===== config.mk =====
export PLATFORM = sky130hd
export DESIGN_NAME = cpu_run_ctrl
export DESIGN_NICKNAME = d
export VERILOG_FILES = /design/src/rtl/cpu_run_ctrl.sv
export SDC_FILE = /design/constraint.sdc
export NUM_CORES = 1
export LEC_CHECK = 0
export BUFFER_PORTS_ARGS = -buffer_cell sky130_fd_sc_hd__clkbuf_2
export CORE_ASPECT_RATIO = 0.6
export CORE_MARGIN = 4
export CORE_UTILIZATION = 56
export DETAILED_ROUTE_END_ITERATION = 8
export GPL_TIMING_DRIVEN = 0
export PLACE_DENSITY = 0.8
export SKIP_CTS_REPAIR_TIMING = 1
export SLEW_MARGIN = 20
export SYNTH_ARGS = -nofsm -noshare
export SYNTH_HDL_FRONTEND = slang
export SYNTH_SLANG_ARGS = --single-unit

===== constraint.sdc =====
create_clock -name clk -period 3.3 [get_ports clk]
set_input_delay 0.66 -clock clk [delete_from_list [all_inputs] [get_ports clk]]
set_output_delay 0.66 -clock clk [all_outputs]
set_load 0.01 [all_outputs]

===== src/rtl/cpu_run_ctrl.sv =====
// Run-control sequencer for the CPU core. It turns a programmable-rate divider into
// single-cycle clock-enable pulses, and it supports halt, run, single-step and CPU-initiated stops.
module cpu_run_ctrl #(
    parameter int unsigned DIV_WIDTH   = 16,
    parameter int unsigned DEFAULT_DIV = 31,
    parameter bit          AUTO_RUN    = 1'b1
) (
    input  logic                 clk,
    input  logic                 rst,
    input  logic                 cmd_valid,
    output logic                 cmd_ready,
    input  logic [1:0]           cmd_op,
    input  logic [DIV_WIDTH-1:0] cmd_div,
    input  logic                 cpu_halt_req,
    input  logic                 cpu_stall,
    output logic                 cpu_ce,
    output logic [1:0]           state,
    output logic                 halted_by_cpu,
    output logic [31:0]          ce_count
);

    localparam logic [1:0] ST_HALTED  = 2'd0;
    localparam logic [1:0] ST_RUNNING = 2'd1;
    localparam logic [1:0] ST_STEP    = 2'd2;

    localparam logic [1:0] OP_HALT    = 2'd0;
    localparam logic [1:0] OP_RUN     = 2'd1;
    localparam logic [1:0] OP_STEP    = 2'd2;
    localparam logic [1:0] OP_SET_DIV = 2'd3;

    localparam logic [1:0]           ST_RESET  = AUTO_RUN ? ST_RUNNING : ST_HALTED;
    localparam logic [DIV_WIDTH-1:0] DIV_RESET = DIV_WIDTH'(DEFAULT_DIV);
    localparam logic [DIV_WIDTH-1:0] DIV_ZERO  = '0;
    localparam logic [DIV_WIDTH-1:0] DIV_ONE   = DIV_WIDTH'(1);

    logic [1:0]           state_q, state_d;
    logic [DIV_WIDTH-1:0] div_reg_q, div_reg_d;
    logic [DIV_WIDTH-1:0] div_cnt_q, div_cnt_d;
    logic                 ce_q, ce_d;
    logic                 hbc_q, hbc_d;
    logic [31:0]          ce_count_q, ce_count_d;

    logic active;
    logic cmd_fire;
    logic cmd_halt;
    logic cmd_go;
    logic cmd_set_div;
    logic halt_stop;
    logic tick;
    logic issue;

    // Handshake: a command transfers on any edge where cmd_valid && cmd_ready;
    // cmd_ready depends only on state, never on cmd_valid.
    assign cmd_ready   = (state_q != ST_STEP);
    assign cmd_fire    = cmd_valid && cmd_ready;
    assign cmd_halt    = cmd_fire && (cmd_op == OP_HALT);
    assign cmd_go      = cmd_fire && ((cmd_op == OP_RUN) || (cmd_op == OP_STEP));
    assign cmd_set_div = cmd_fire && (cmd_op == OP_SET_DIV);

    assign active    = (state_q == ST_RUNNING) || (state_q == ST_STEP);
    assign halt_stop = active && cpu_halt_req;
    assign tick      = active && !cpu_stall && (div_cnt_q == div_reg_q);

    // A CPU stop, a HALT or a divider reload on the same edge suppresses a due pulse.
    assign issue = tick && !halt_stop && !cmd_halt && !cmd_set_div;

    assign cpu_ce        = ce_q;
    assign state         = state_q;
    assign halted_by_cpu = hbc_q;
    assign ce_count      = ce_count_q;

    // State register
    always_ff @(posedge clk) begin
        if (rst) begin
            state_q <= ST_RESET;
        end else begin
            state_q <= state_d;
        end
    end

    // Next-state logic
    always_comb begin
        state_d = state_q;
        case (state_q)
            ST_HALTED: begin
                if (cmd_fire && (cmd_op == OP_RUN)) begin
                    state_d = ST_RUNNING;
                end else if (cmd_fire && (cmd_op == OP_STEP)) begin
                    state_d = ST_STEP;
                end
            end
            ST_RUNNING: begin
                if (halt_stop || cmd_halt) begin
                    state_d = ST_HALTED;
                end
            end
            ST_STEP: begin
                if (halt_stop || tick) begin
                    state_d = ST_HALTED;
                end
            end
            default: state_d = ST_HALTED;
        endcase
    end

    // Output and datapath next values
    always_comb begin
        div_reg_d  = div_reg_q;
        div_cnt_d  = div_cnt_q;
        ce_d       = 1'b0;
        hbc_d      = hbc_q;
        ce_count_d = ce_count_q;

        if (!active) begin
            div_cnt_d = DIV_ZERO;
            if (cmd_go) begin
                hbc_d = 1'b0;
            end
            if (cmd_set_div) begin
                div_reg_d = cmd_div;
            end
        end else if (halt_stop) begin
            hbc_d     = 1'b1;
            div_cnt_d = DIV_ZERO;
        end else if (cmd_halt) begin
            div_cnt_d = DIV_ZERO;
        end else if (cmd_set_div) begin
            div_reg_d = cmd_div;
            div_cnt_d = DIV_ZERO;
        end else if (issue) begin
            div_cnt_d  = DIV_ZERO;
            ce_d       = 1'b1;
            ce_count_d = ce_count_q + 32'd1;
        end else if (!cpu_stall) begin
            div_cnt_d = div_cnt_q + DIV_ONE;
        end
    end

    // Datapath registers
    always_ff @(posedge clk) begin
        if (rst) begin
            div_reg_q  <= DIV_RESET;
            div_cnt_q  <= DIV_ZERO;
            ce_q       <= 1'b0;
            hbc_q      <= 1'b0;
            ce_count_q <= 32'd0;
        end else begin
            div_reg_q  <= div_reg_d;
            div_cnt_q  <= div_cnt_d;
            ce_q       <= ce_d;
            hbc_q      <= hbc_d;
            ce_count_q <= ce_count_d;
        end
    end

    // The counter is cleared whenever the divider changes, so it never passes div_reg.
    a_cnt_bounded: assert property (@(posedge clk) disable iff (rst) div_cnt_q <= div_reg_q);
    a_state_legal: assert property (@(posedge clk) disable iff (rst) state_q != 2'd3);

endmodule

# Word level (Yosys, flattened, before mapping)
# Cells that the tools add are included.
[op_classes] add_sub_neg=2 n_eq_ne=13 muxes=13 n_bitwise=4 reduce_logical=29
[op_table] cell="16-bit two-way mux" count=4
[op_table] cell="32-bit by 1-bit adder with 32-bit output (second input constant)" count=1
[op_table] cell="16-bit by 1-bit adder with 16-bit output (second input constant)" count=1
[op_table] cell="16-bit equality test" count=1
[op_table] cell="1-bit logical AND" count=12
[op_table] cell="2-bit two-way mux" count=4
[op_table] cell="2-bit equality test (second input constant)" count=3
[op_table] cell="2-bit by 1-bit inequality test with 1-bit output (second input constant)" count=3
[op_table] cell="2-bit inequality test (second input constant)" count=3
[op_table] cell="2-bit one-hot mux with 3 select lines" count=1
[op_table] cell="6-bit OR reduction" count=1
[op_table] cell="5-bit AND reduction" count=1
[op_table] cell="5-bit OR reduction" count=1
[op_table] cell="2-bit by 1-bit equality test with 1-bit output (second input constant)" count=2
[op_table] cell="1-bit zero test" count=4
[op_table] cell="2-bit zero test" count=2
[op_table] cell="1-bit logical OR" count=4
[op_table] cell="1-bit two-way mux" count=4
[op_table] cell="1-bit inverter" count=4
[op_table] cell="2-bit AND reduction" count=2
[op_table] cell="3-bit inequality test (second input constant)" count=1
[op_table] cell="3-bit AND reduction" count=1
[op_table] cell="2-bit nonzero test" count=1
[word_totals] ff_bits=68 inputBits=23 out_inout_bits=37

# Logic depth before layout (Yosys ltp)
[logic_depth] depth_word=8 depth_mapped=10 ltp_nobuf=7

# Worst setup path after synthesis
# No wires, ideal clock.
[synth_path] path_kind="in2reg" startpoint="in cmd_op[0]" endpoint="reg ce_count_q[16] (netlist: ce_count[16])" arrival_time_ns=2.359 required_ns=3.230 slack_ns=0.871 cell_stages=8 n_path_buf=1 path_cell_list="inv_1 > ha_1 > or2_1 > a221oi_1 > nand4_1 > clkbuf_1 > or4_1 > a21oi_1"
[synth_via] elab_chain_len=6 word_cells_on_any_way=11 classes_between="eq/ne: 1; bitwise: 2; reduce/logical: 8"
[synth_rtl] element="start: declaration" line="12" text="input logic [1:0] cmd_op,"
[synth_rtl] element="2-bit zero test" line="56" text="assign cmd_halt = cmd_fire && (cmd_op == OP_HALT);"
[synth_rtl] element="1-bit logical AND" line="56"
[synth_rtl] element="1-bit zero test" line="65" text="assign issue = tick && !halt_stop && !cmd_halt && !cmd_set_div;"
[synth_rtl] element="1-bit logical AND (2 in a row)" line="65"
[synth_rtl] element="5-bit AND reduction (no source line) *"
[synth_rtl] element="end signal: assignment" line="152" text="ce_count_q <= ce_count_d;"
[synth_rtl] element="end: declaration" line="41" text="logic [31:0] ce_count_q, ce_count_d;"
# Every way passes the cells marked *; elsewhere a longest branch is shown, timed or not.
# A chain may end at the register's enable or synchronous reset.

# Worst setup path after layout
[layout_path] startpoint="reg state_q[0] (netlist: state[0])" endpoint="reg ce_count_q[31] (netlist: ce_count[31])"
[layout_via] elab_chain_len=8 word_cells_on_any_way=20 classes_between="eq/ne: 3; bitwise: 3; reduce/logical: 14"
[layout_rtl] element="start: declaration" line="36" text="logic [1:0] state_q, state_d;"
[layout_rtl] element="start signal: assignment" line="77" text="state_q <= state_d;"
[layout_rtl] element="2-bit by 1-bit equality test with 1-bit output or 2-bit equality test (tied branches)" line="60" text="assign active = (state_q == ST_RUNNING) || (state_q == ST_STEP);"
[layout_rtl] element="1-bit logical OR *" line="60"
[layout_rtl] element="named net active" line="43" text="logic active;"
[layout_rtl] element="1-bit logical AND, on equally long branches" line="62, 61"
[layout_rtl] element="1-bit logical AND or 1-bit zero test (tied branches)" line="62, 65"
[layout_rtl] element="1-bit logical AND (3 in a row)" line="65"
[layout_rtl] element="5-bit AND reduction (no source line) *"
# The timed path passes the listed nets; every way through them passes the cells marked *.

==> impl_metrics.toml <==
[outcome]
outcome = "finished clean"

[sta]
rsz0062_at_grt = "false"
maxSlewViolCount = 0
tightest_slew_ps = 647
hold-worst-slack_ps = 470
hold_violations = 0
setup_tns_ps = 0
finalCriticalPeriod_ps = 2890
period_share_pct = 87.7
timing.final.ws_setup_ps = 407
setup_violations = 0
fin_skew_ps = 9.00
max_freq_mhz = 346
max_slew_margin_pct = 56.8

[pwr]
cellPowerDensity_nw_per_um2 = 424
power_frac_comb_pct = 16.3
power_frac_seq_pct = 50.0
finalPower_mw = 1.74
p_sw_share_pct = 29.8
p_int_mw = 1.22
peakVddDrop_mv = 0.281
p_sw_uw = 517
clockPowerShare_pct = 33.7
leakagePower_nw = 1.60

[setup_path]
cp-start-kind = "flip-flop"
crit_fanout = 10
arrival_ps = 3120
criticalPathCategory = "reg -> reg"
cp-end-kind = "flip-flop"
cp.required_ps = 3530

[logic_synthesis]
syn-mean-instance-area_um2 = 8.34
ys_warn_count = 0
synth_cells = 424
synth_edf_count = 0
ys_ff_latch = 68
synthArstFlopShare_pct = 0
synth_ff_type = "dfxtp_1"
synthesis.nets = 456
syn_area_um2 = 3540
ys_seq_area_share_pct = 38.5
synth_cell_type_count = 44

[layout]
fin_cells = 582
final_cell_mix = "dfxtp_1, clkbuf_2, nand2_1"
layout_commonest_cell = "dfxtp_1"
area_growth_pct = 15.9
multi_input_area_um2 = 2050
fill_cells = 524
layout-drive-gt1-share_pct = 19.7
final_nets = 525
postLayoutCellArea_um2 = 4100
diodes = 0
regArea_um2 = 1360
post-route-util_pct = 67.1

[clock_network]
cts.sinks = 68
clkTransAtPathRegs_ps = 80
cts_tree = "built"
clk_latency_ps = 340
numCtsBuffers = 9
root_buffer = "clkbuf_8"
cts-htree-levels = 3
cts.path.max_buffers = 2

[grt]
grt_pass1_vias = 3093
grt_max_degree = 13
grt_use_total_pct = 23.9
grt_pass1_wl_um = 15200
grt_overflow = 0
antenna_found_initial = 0

[floorplan]
die_y_um = 69.6
dieArea_um2 = 7690
initial_core_util_pct = 57.9
coreArea_um2 = 6110
die_x_um = 111
rows = 22
io_pins = 60

[placement]
gp_congestion = 0.889
portBuffers = 58
placed_area_um2 = 3930
pre_cts_ws_ps = 295
dp_cells = 566
place_hpwl_um = 6880

[min_path]
hp-class = "reg -> reg"

[detailed_routing]
vias = 3350
viasPerCell = 5.76
drc = 0
antenna_left = 0
routedWlPerCell_um = 15.7
drt_wl_total_um = 9120
drt_pass1_iterations = 5
drtIter0Drc = 326

[flow_run]
max-cap-violations = 0
cell usage after synthesis, types with 2 or more instances:
cell / number / area (um2)
dfxtp_1: 68 / 1360
nand2_1: 57 / 214
nor2_1: 40 / 150
a21oi_1: 28 / 140
xor2_1: 26 / 228
clkbuf_1: 20 / 75.1
mux2_2: 16 / 180
nand3_1: 15 / 75.1
nor2b_1: 15 / 93.8
o31ai_1: 14 / 105
or4_1: 14 / 105
inv_1: 13 / 48.8
nand4_1: 12 / 75.1
nor4_1: 12 / 75.1
nor3_1: 10 / 50.1
ha_1: 9 / 113
nand3b_1: 8 / 60.1
xnor2_1: 5 / 43.8
and3_1: 4 / 25.0
and4_1: 4 / 35.0
o21ai_0: 4 / 20.0
and2_1: 3 / 18.8
mux2i_1: 3 / 30.0
nand2b_1: 3 / 18.8
a221oi_1: 2 / 17.5
cell families (layout without fill, tap and decap cells):
family          after synthesis  count (layout)  synth area share, %
buf+inv                      34             108                 3.64
fa+ha+maj                     9               9                 3.18
flops                        68              68                 38.5
compound gates               53              53                 9.20
mux                          19              19                 5.94
xor+xnor                     31              31                 7.68
simple gates                210             210                 31.8
path summary, 6_finish.rpt:
check | start | to | slack [ps] | cells after the start
worst max-delay path | state[0] | ce_count[31] | 410 | 7
worst min-delay path | div_reg_q[7] | div_reg_q[7] | 470 | 2
worst max register to register | state[0] | ce_count[31] | 410 | 7
worst min register to register | div_reg_q[7] | div_reg_q[7] | 470 | 2
cell type report:
cell class / count / share of cell area, %
Tap cell: 84 / 2.56
Sequential cell: 68 / 33.2
Clock inverter: 7 / 1.07
Clock buffer: 9 / 3.02
Multi-Input combinational cell: 322 / 49.9
Buffer: 21 / 1.95
Inverter: 13 / 1.19
Timing Repair Buffer: 58 / 7.08
routing by layer:
layer / track usage [%] / part of all wire [%] / up-vias
met5: 0 / 0 / -
met4: 5.05 / 1.2 / 0
met3: 5.84 / 7.9 / 17
met2: 33.9 / 41 / 149
met1: 36.4 / 50 / 1547
li1: - / - / 1637
sequential cells by signal, indices dropped and copies added, names as in the netlist:
register / count
halted_by_cpu: 1
div_cnt_q: 16
div_reg_q: 16
state: 2
ce_count: 32
cpu_ce: 1
critical path, cell delays in order, from the launching register on:
cell      delay, ps
dfxtp_1         370
inv_1            90
ha_1            400
nor3b_1         580
nand4_1         300
clkbuf_1        320
nor4_1          340
mux2_2          380
power by group through the flow:
stage	logic, mW	registers [mW]	clock network, mW
6_report	0.282	0.869	0.586
5_1_grt	0.312	0.873	0.640
4_1_cts	0.278	0.869	0.597
3_5_place_dp	0.275	0.888	0
3_3_place_gp	0.266	0.886	0
2_1_floorplan	0.184	0.889	0
Power figures use the tool's default switching activity.
